$ cat config.mk
export PLATFORM = sky130hd
export DESIGN_NAME = filter_chain_sequencer
export DESIGN_NICKNAME = d
export VERILOG_FILES = /design/src/rtl/filter_seq_pkg.sv /design/src/rtl/seq_delay_timer.sv /design/src/rtl/filter_chain_sequencer.sv
export SDC_FILE = /design/constraint.sdc
export NUM_CORES = 1
export LEC_CHECK = 0
export CAP_MARGIN = 20
export CORE_ASPECT_RATIO = 1.5
export CORE_UTILIZATION = 40
export CTS_CLUSTER_SIZE = 30
export DETAILED_ROUTE_END_ITERATION = 16
export GPL_TIMING_DRIVEN = 0
export PLACE_DENSITY = 0.68
export SYNTH_ARGS = -nofsm -noshare
export SYNTH_HDL_FRONTEND = slang
export SYNTH_SLANG_ARGS = --single-unit
$ cat constraint.sdc
create_clock -name clk -period 4.65 [get_ports clk]
set_input_delay 0.93 -clock clk [delete_from_list [all_inputs] [get_ports clk]]
set_output_delay 0.93 -clock clk [all_outputs]
set_load 0.005 [all_outputs]
$ cat src/rtl/filter_seq_pkg.sv
// filter_seq_pkg: shared state encoding, counter widths and default timing constants
// for the filter chain sequencer.
package filter_seq_pkg;

   localparam int CNT_W       = 8;     // delay counter width
   localparam int WAIT_W      = 16;    // watchdog counter width
   localparam int DEF_DELAY   = 5;
   localparam int DEF_TIMEOUT = 1000;

   typedef enum logic [3:0] {
      ST_IDLE,
      ST_SET_SENSOR,
      ST_SET_START,
      ST_WAIT_Q1,
      ST_SET_Q1,
      ST_WAIT_Q2,
      ST_SET_Q2,
      ST_WAIT_ACT,
      ST_CLR_START,
      ST_CLR_SENSOR,
      ST_CLR_Q1,
      ST_CLR_Q2,
      ST_WAIT_CLR
   } state_t;

endpackage

$ cat src/rtl/seq_delay_timer.sv
// seq_delay_timer: 8-bit saturating step timer. Cleared by load, counts while enabled,
// flags terminal count once DELAY cycles have been spent in the current step.
module seq_delay_timer
   import filter_seq_pkg::*;
#(
   parameter int DELAY = DEF_DELAY
) (
   input  logic clk,
   input  logic rst,
   input  logic load,
   input  logic enable,
   output logic tc
);

   localparam logic [CNT_W-1:0] LIMIT = CNT_W'(DELAY);

   logic [CNT_W-1:0] cnt;

   // count cycles since the last load; stick at all-ones instead of wrapping
   always_ff @(posedge clk) begin
      if (rst || load) begin
         cnt <= '0;
      end else if (enable && (cnt != '1)) begin
         cnt <= cnt + 1'b1;
      end
   end

   assign tc = (cnt >= LIMIT);

endmodule

$ cat src/rtl/filter_chain_sequencer.sv
// filter_chain_sequencer: walks a three-cell chain through set / wait / clear steps,
// with timed steps spaced by DELAY and waits on synchronized cell outputs.
// Optional watchdog on the wait states: define FILTER_SEQ_TIMEOUT_EN.
module filter_chain_sequencer
   import filter_seq_pkg::*;
#(
   parameter int DELAY   = DEF_DELAY,
   parameter int TIMEOUT = DEF_TIMEOUT
) (
   input  logic clk,
   input  logic reset,
   input  logic go,
   input  logic qs1_out,
   input  logic qs2_out,
   input  logic actuator,
   output logic sensor,
   output logic start,
   output logic qs1_in,
   output logic qs2_in,
   output logic busy,
   output logic done,
   output logic error
);

   state_t     state, state_nx;
   logic [2:0] cells_p0, cells_p1;
   logic       q1_s, q2_s, act_s;
   logic       sensor_nx, start_nx, qs1_in_nx, qs2_in_nx;
   logic       done_nx, error_nx;
   logic       timed, tc, tmo;

   // two-flop synchronizers for the asynchronous cell outputs
   always_ff @(posedge clk) begin
      if (reset) begin
         cells_p0 <= '0;
         cells_p1 <= '0;
      end else begin
         cells_p0 <= {actuator, qs2_out, qs1_out};
         cells_p1 <= cells_p0;
      end
   end

   assign q1_s  = cells_p1[0];
   assign q2_s  = cells_p1[1];
   assign act_s = cells_p1[2];

   seq_delay_timer #(.DELAY(DELAY)) u_timer (
      .clk    (clk),
      .rst    (reset),
      .load   (state_nx != state),
      .enable (timed),
      .tc     (tc)
   );

`ifdef FILTER_SEQ_TIMEOUT_EN
   localparam logic [WAIT_W-1:0] TMO_LAST = WAIT_W'(TIMEOUT - 1);

   logic [WAIT_W-1:0] wcnt;
   logic              wait_st;

   assign wait_st = (state == ST_WAIT_Q1) || (state == ST_WAIT_Q2) ||
                    (state == ST_WAIT_ACT) || (state == ST_WAIT_CLR);

   // cycles spent in the current wait state, restarted on every state change
   always_ff @(posedge clk) begin
      if (reset || (state_nx != state)) begin
         wcnt <= '0;
      end else if (wait_st && (wcnt != '1)) begin
         wcnt <= wcnt + 1'b1;
      end
   end

   assign tmo = wait_st && (wcnt >= TMO_LAST);
`else
   logic unused_timeout;
   assign unused_timeout = (TIMEOUT != 0);
   assign tmo = 1'b0;
`endif

   // next state and next drive values; drives only change on the step that owns them
   always_comb begin
      state_nx  = state;
      sensor_nx = sensor;
      start_nx  = start;
      qs1_in_nx = qs1_in;
      qs2_in_nx = qs2_in;
      done_nx   = 1'b0;
      error_nx  = error;
      timed     = 1'b0;
      case (state)
         ST_IDLE: if (go) begin
            state_nx = ST_SET_SENSOR;
            error_nx = 1'b0;
         end
         ST_SET_SENSOR: begin
            timed = 1'b1;
            if (tc) begin sensor_nx = 1'b1; state_nx = ST_SET_START; end
         end
         ST_SET_START: begin
            timed = 1'b1;
            if (tc) begin start_nx = 1'b1; state_nx = ST_WAIT_Q1; end
         end
         ST_WAIT_Q1: if (q1_s) state_nx = ST_SET_Q1;
         ST_SET_Q1: begin
            timed = 1'b1;
            if (tc) begin qs1_in_nx = 1'b1; state_nx = ST_WAIT_Q2; end
         end
         ST_WAIT_Q2: if (q2_s) state_nx = ST_SET_Q2;
         ST_SET_Q2: begin
            timed = 1'b1;
            if (tc) begin qs2_in_nx = 1'b1; state_nx = ST_WAIT_ACT; end
         end
         ST_WAIT_ACT: if (act_s) state_nx = ST_CLR_START;
         ST_CLR_START: begin
            timed = 1'b1;
            if (tc) begin start_nx = 1'b0; state_nx = ST_CLR_SENSOR; end
         end
         ST_CLR_SENSOR: begin
            timed = 1'b1;
            if (tc) begin sensor_nx = 1'b0; state_nx = ST_CLR_Q1; end
         end
         ST_CLR_Q1: begin
            timed = 1'b1;
            if (tc) begin qs1_in_nx = 1'b0; state_nx = ST_CLR_Q2; end
         end
         ST_CLR_Q2: begin
            timed = 1'b1;
            if (tc) begin qs2_in_nx = 1'b0; state_nx = ST_WAIT_CLR; end
         end
         ST_WAIT_CLR: if (!q1_s && !q2_s && !act_s) begin
            state_nx = ST_IDLE;
            done_nx  = 1'b1;
         end
         default: state_nx = ST_IDLE;
      endcase
      // watchdog only fires when the awaited condition did not arrive this cycle
      if (tmo && (state_nx == state)) begin
         state_nx  = ST_IDLE;
         sensor_nx = 1'b0;
         start_nx  = 1'b0;
         qs1_in_nx = 1'b0;
         qs2_in_nx = 1'b0;
         error_nx  = 1'b1;
      end
   end

   // state, registered cell drives and status flags
   always_ff @(posedge clk) begin
      if (reset) begin
         state  <= ST_IDLE;
         sensor <= 1'b0;
         start  <= 1'b0;
         qs1_in <= 1'b0;
         qs2_in <= 1'b0;
         done   <= 1'b0;
         error  <= 1'b0;
      end else begin
         state  <= state_nx;
         sensor <= sensor_nx;
         start  <= start_nx;
         qs1_in <= qs1_in_nx;
         qs2_in <= qs2_in_nx;
         done   <= done_nx;
         error  <= error_nx;
      end
   end

   assign busy = (state != ST_IDLE);

endmodule

-- After elaboration in Yosys (flattened, before gate mapping)
Cells that the tools add are included.
- register bits: 23
- input bits: 6
- output and inout port bits: 7
- add/subtract/negate cells: 1
- $lt $le $gt $ge: 1
- equality and inequality tests: 22
- multiplexer cells: 22
- bitwise logic cells: 1
- reductions and logical operators: 19
- operator list (cell ; number):
    $mux 4 ; 13
    $pmux 4 s13 ; 1
    $eq 4x4->1 const B ; 5
    $eq 4x3->1 const B ; 4
    $ne 2x2->1 const B ; 8
    $reduce_and 3->1 ; 4
    $add 8x1->8 const B ; 1
    $eq 4x2->1 const B ; 2
    $ge 8x3->1 const B ; 1
    $ne 8x8->1 const B ; 1
    $pmux 1 s2 ; 4
    $reduce_bool 2->1 ; 4
    $reduce_or 8->1 ; 1
    $eq 4x1->1 const B ; 1
    $logic_not 4->1 ; 1
    $mux 1 ; 4
    $ne 4x4->1 ; 1
    $reduce_bool 4->1 ; 1
    $logic_and 1x1->1 ; 3
    $logic_not 1->1 ; 3
    $reduce_or 2->1 ; 1
    $logic_or 1x1->1 ; 1
    $not 1->1 ; 1

-- Logic depth before layout (Yosys ltp)
- depth after elaboration: 7
- mapped depth: 7
- gate-level depth less buffers: 7

-- Cells and area by module
Synthesis repeated with hierarchy kept, for this count alone.
- cells, all modules: 150
- area, all modules: 1268.7 um2
- modules (own cells, without submodules) (module ; times used ; cells an instance ; area an instance (um2)):
    filter_chain_sequencer ; 1 ; 97 ; 815.8
    seq_delay_timer ; 1 ; 53 ; 452.9

-- Least setup slack after synthesis
No wires, ideal clock.
- path kind: register to register
- start: reg u_timer.cnt[4]
- end: reg u_timer.cnt[3]
- setup time: 0.078 ns
- arrival time: 1.881 ns
- required time: 4.572 ns
- setup slack: 2.691 ns
- cell stages (with the launch flop): 6
- buffers on the path: 0
- clock period less this slack: 1.959 ns
- path through: dfxtp_1 -> or4_4 -> a211o_4 -> a2111oi_4 -> o22ai_2 -> nor3_1
- longest elaborated chain between the ends: 5
- elaborated cells between the ends (all ways): 14
- classes of those cells: order compare: 1; eq/ne: 2; mux: 9; reduce/logical: 2
- ends and longest elaborated chain (element ; RTL line ; source):
    from (decl) ; seq_delay_timer.sv:17 ; logic [CNT_W-1:0] cnt;
    from (signal assigned) ; seq_delay_timer.sv:24 ; cnt <= cnt + 1'b1;
    $ge 8x3->1 ; seq_delay_timer.sv:28 ; assign tc = (cnt >= LIMIT);
    $mux 4, or another cell as far along ; filter_chain_sequencer.sv:128 ; if (tc) begin qs2_in_nx = 1'b0; state_nx = ST_WAIT_CLR; end
    $pmux 4 s13 ; filter_chain_sequencer.sv:90 ; case (state)
    $ne 4x4->1 ; filter_chain_sequencer.sv:50 ; .load (state_nx != state),
    $logic_or 1x1->1 ; seq_delay_timer.sv:21 ; if (rst || load) begin
Parallel ways exist; a longest one is shown, timed or not.
A chain may end at the register's enable or synchronous reset.

-- Final worst setup path
- start: reg state[2]
- end: out busy
- longest elaborated chain between the ends: 1
- ends and longest elaborated chain (element ; RTL line ; source):
    from (decl) ; filter_chain_sequencer.sv:25 ; state_t state, state_nx;
    from (signal assigned) ; filter_chain_sequencer.sv:158 ; state <= state_nx;
    $reduce_bool 4->1 ; filter_chain_sequencer.sv:168 ; assign busy = (state != ST_IDLE);
    to (decl) ; filter_chain_sequencer.sv:20 ; output logic busy,
No other way between the ends.

==> flow_summary.ini <==
[status]
status = finished clean

[detailed_routing]
first_pass_iters = 4
drt-total-wl_mm = 2.89
drc = 0
wire_per_inst_um = 14.2
via_per_inst = 5.80
drt_iter0_drc = 45
ant_nets = 0
vias = 1183

[sta]
hold_viol_final = 0
relSlewSlack_pct = 33.1
rsz0062_at_grt = false
drv_slew = 0
fmax_mhz = 370
setup_viol_count_final = 0
worst_pin_slew_ns = 0.997
finalSetupTns_ns = 0
clock-skew-final_ns = 0.00250
finalCritPeriodShare_pct = 58.1
period_needed_ns = 2.70

[critical_path]
startpoint = state[2]
critical_path_class = reg -> out
worst_r2r_endpoint = qs1_in
cp.required_ns = 3.72
cp_max_fo = 9
r2r-start = u_timer.cnt[4]
ff2ff_path_depth = 5
regToRegSetupSlack_ns = 2.21
end_kind = output pin
cp.arrival_ns = 1.77
cp-start-kind = flip-flop
endpoint = busy

[floorplan]
die_w_um = 48.5
start_util_pct = 43.1
rows = 24
coreArea_mm2 = 0.00300
ioPinCount = 13
die-area_mm2 = 0.00347
chipHeight_um = 71.7

[synth]
syn-num-nets = 159
ys_top_cells_by_area = dfxtp_1 (36%), nor2b_1 (4.8%), nand2_1 (3.5%)
synth.avg_cell_area_um2 = 8.63
synth_top_area_share_pct = 35.6
synth.largest_area_cell = dfxtp_1
synthFlopType = dfxtp_1
ys_warn_count = 0
netlist_top_cells_count = dfxtp_1 (23), nand2_1 (12), nor2_1 (10), nor2b_1 (10), a21oi_1 (8)
ys_seq_area_share_pct = 35.6
syn_inst = 150
yosysMostFrequentCell = dfxtp_1
yosys_register_bits = 23
synth-edff-count = 0
netlist_area_mm2 = 0.00129
synthArstFlopShare_pct = 0
ys_types = 50

[clock_tree]
h-tree-depth = 1
cts_buffers = 3
root_buffer = clkbuf_8
cts_hold_buf = 0
cts_tree = yes
cts_post_setup_buffers_inserted = 0
cts_resized = 0
clock-sinks = 23
cts_buffer_depth = 2
clock_latency_ns = 0.27
clk_pin_slew_worst_paths_ns = 0.08

[grt]
grt_overflow = 0
track_usage_pct = 18.1
antenna_found_initial = 0
grt_pass1_vias = 1145
grt_pass1_wl_mm = 4.92
grt_max_degree = 14

[placement]
io_buffer_count = 11
place_congestion = 0.929
dp_hpwl_mm = 2.16
placed_area_mm2 = 0.00145

[job]
drv_cap = 0

[pwr]
p_leak_uw = 0.000538
p_per_area_mw_per_mm2 = 245
peakVddDrop_mv = 0.165

[final_layout]
nets = 175
area_growth_pct = 15.8
drive_gt1_share_pct = 10.3
final_design_area_no_fill_mm2 = 0.00150
n_antenna_cell = 0
num-fill-cells = 294

[worst_hold_path]
hold_class = reg -> reg
-- final cells by class --
type                       instances  area, µm²  share of cell area (%)
inverter                           7       26.3                    1.75
sequential                        23        460                    30.7
buffer                             8       41.3                    2.75
multi-input combinational        112        767                    51.1
timing repair buffer              11        110                    7.34
tap                               39       48.8                    3.25
clock buffer                       3       41.3                    2.75
clock inverter                     1       5.00                   0.334
-- through the flow --
step / setup WS (ns) / hold slack (ns) / std cells / power (µW) / utilization (%)
2_1_floorplan: 2.69 / 0.414 / 150 / 235 / -
3_3_place_gp: 2.25 / 0.417 / 200 / 246 / 48.4
3_5_place_dp: 2.23 / 0.424 / 200 / 248 / 48.4
4_1_cts: 1.94 / 0.448 / 204 / 372 / 50.0
5_1_grt: 1.87 / 0.463 / 204 / 386 / 50.0
6_report: 1.95 / 0.442 / 204 / 367 / 50.0
-- layout by cell type, fill, tap and decap left out, types with 3 or more instances in the layout --
cell type and n:
nor3_1 7, clkbuf_8 3, dfxtp_1 23, a21o_1 3, a21oi_1 8, clkdlybuf4s50_1 11, buf_4 3, nor2b_1 10
nor2_1 10, clkbuf_1 5, nand3_1 5, nand2b_1 4, nand4_1 3, inv_1 7, ha_1 3, o21ai_0 4
nand2_1 12, a211oi_1 5
-- state kept, by name (all words and copies together) (netlist names) --
name and flops:
qs2_in 1, u_timer.cnt 8, cells_p0 3, done 1, start 1, sensor 1, qs1_in 1, state 4
cells_p1 3
-- worst min path at each step --
stage                start     endpoint  slack (ns)  cells after the start
6_report       cells_p0[1]  cells_p1[1]        0.44                      1
5_1_grt        cells_p0[1]  cells_p1[1]        0.46                      1
4_1_cts        cells_p0[1]  cells_p1[1]        0.45                      1
3_5_place_dp   cells_p0[1]  cells_p1[1]        0.42                      1
3_3_place_gp   cells_p0[2]  cells_p1[2]        0.42                      1
2_1_floorplan  cells_p0[0]  cells_p1[0]        0.41                      1
-- worst max-delay path, cell delays in order (launching register included) --
cell             delay, ns
dfxtp_1               0.30
clkbuf_1              0.18
or4_1                 0.55
clkdlybuf4s50_1       0.47
-- report_power, final --
part	switching (µW)	leakage (µW)	internal, µW
Combinational	20.3	0.000325	18.6
Clock	64.0	0.0000255	59.9
Sequential	3.56	0.000187	201
-- cell families after synthesis --
logic type / after synthesis / synth area share, %
compound gates: 40 / 25.4
xor+xnor: 1 / 0.676
fa+ha+maj: 3 / 2.90
buf+inv: 15 / 5.22
flops: 23 / 35.6
mux: 3 / 2.42
other cells: 1 / 0.290
simple gates: 64 / 27.5
-- metal layers --
metal  track usage, %  vias up  wire, µm
met5                0        -         0
met4             12.4        0       105
met3             2.34       10       117
met2             32.7       43      1470
met1             19.4      551      1200
li1                 -      579         -
(Power assumes the default switching activity.)
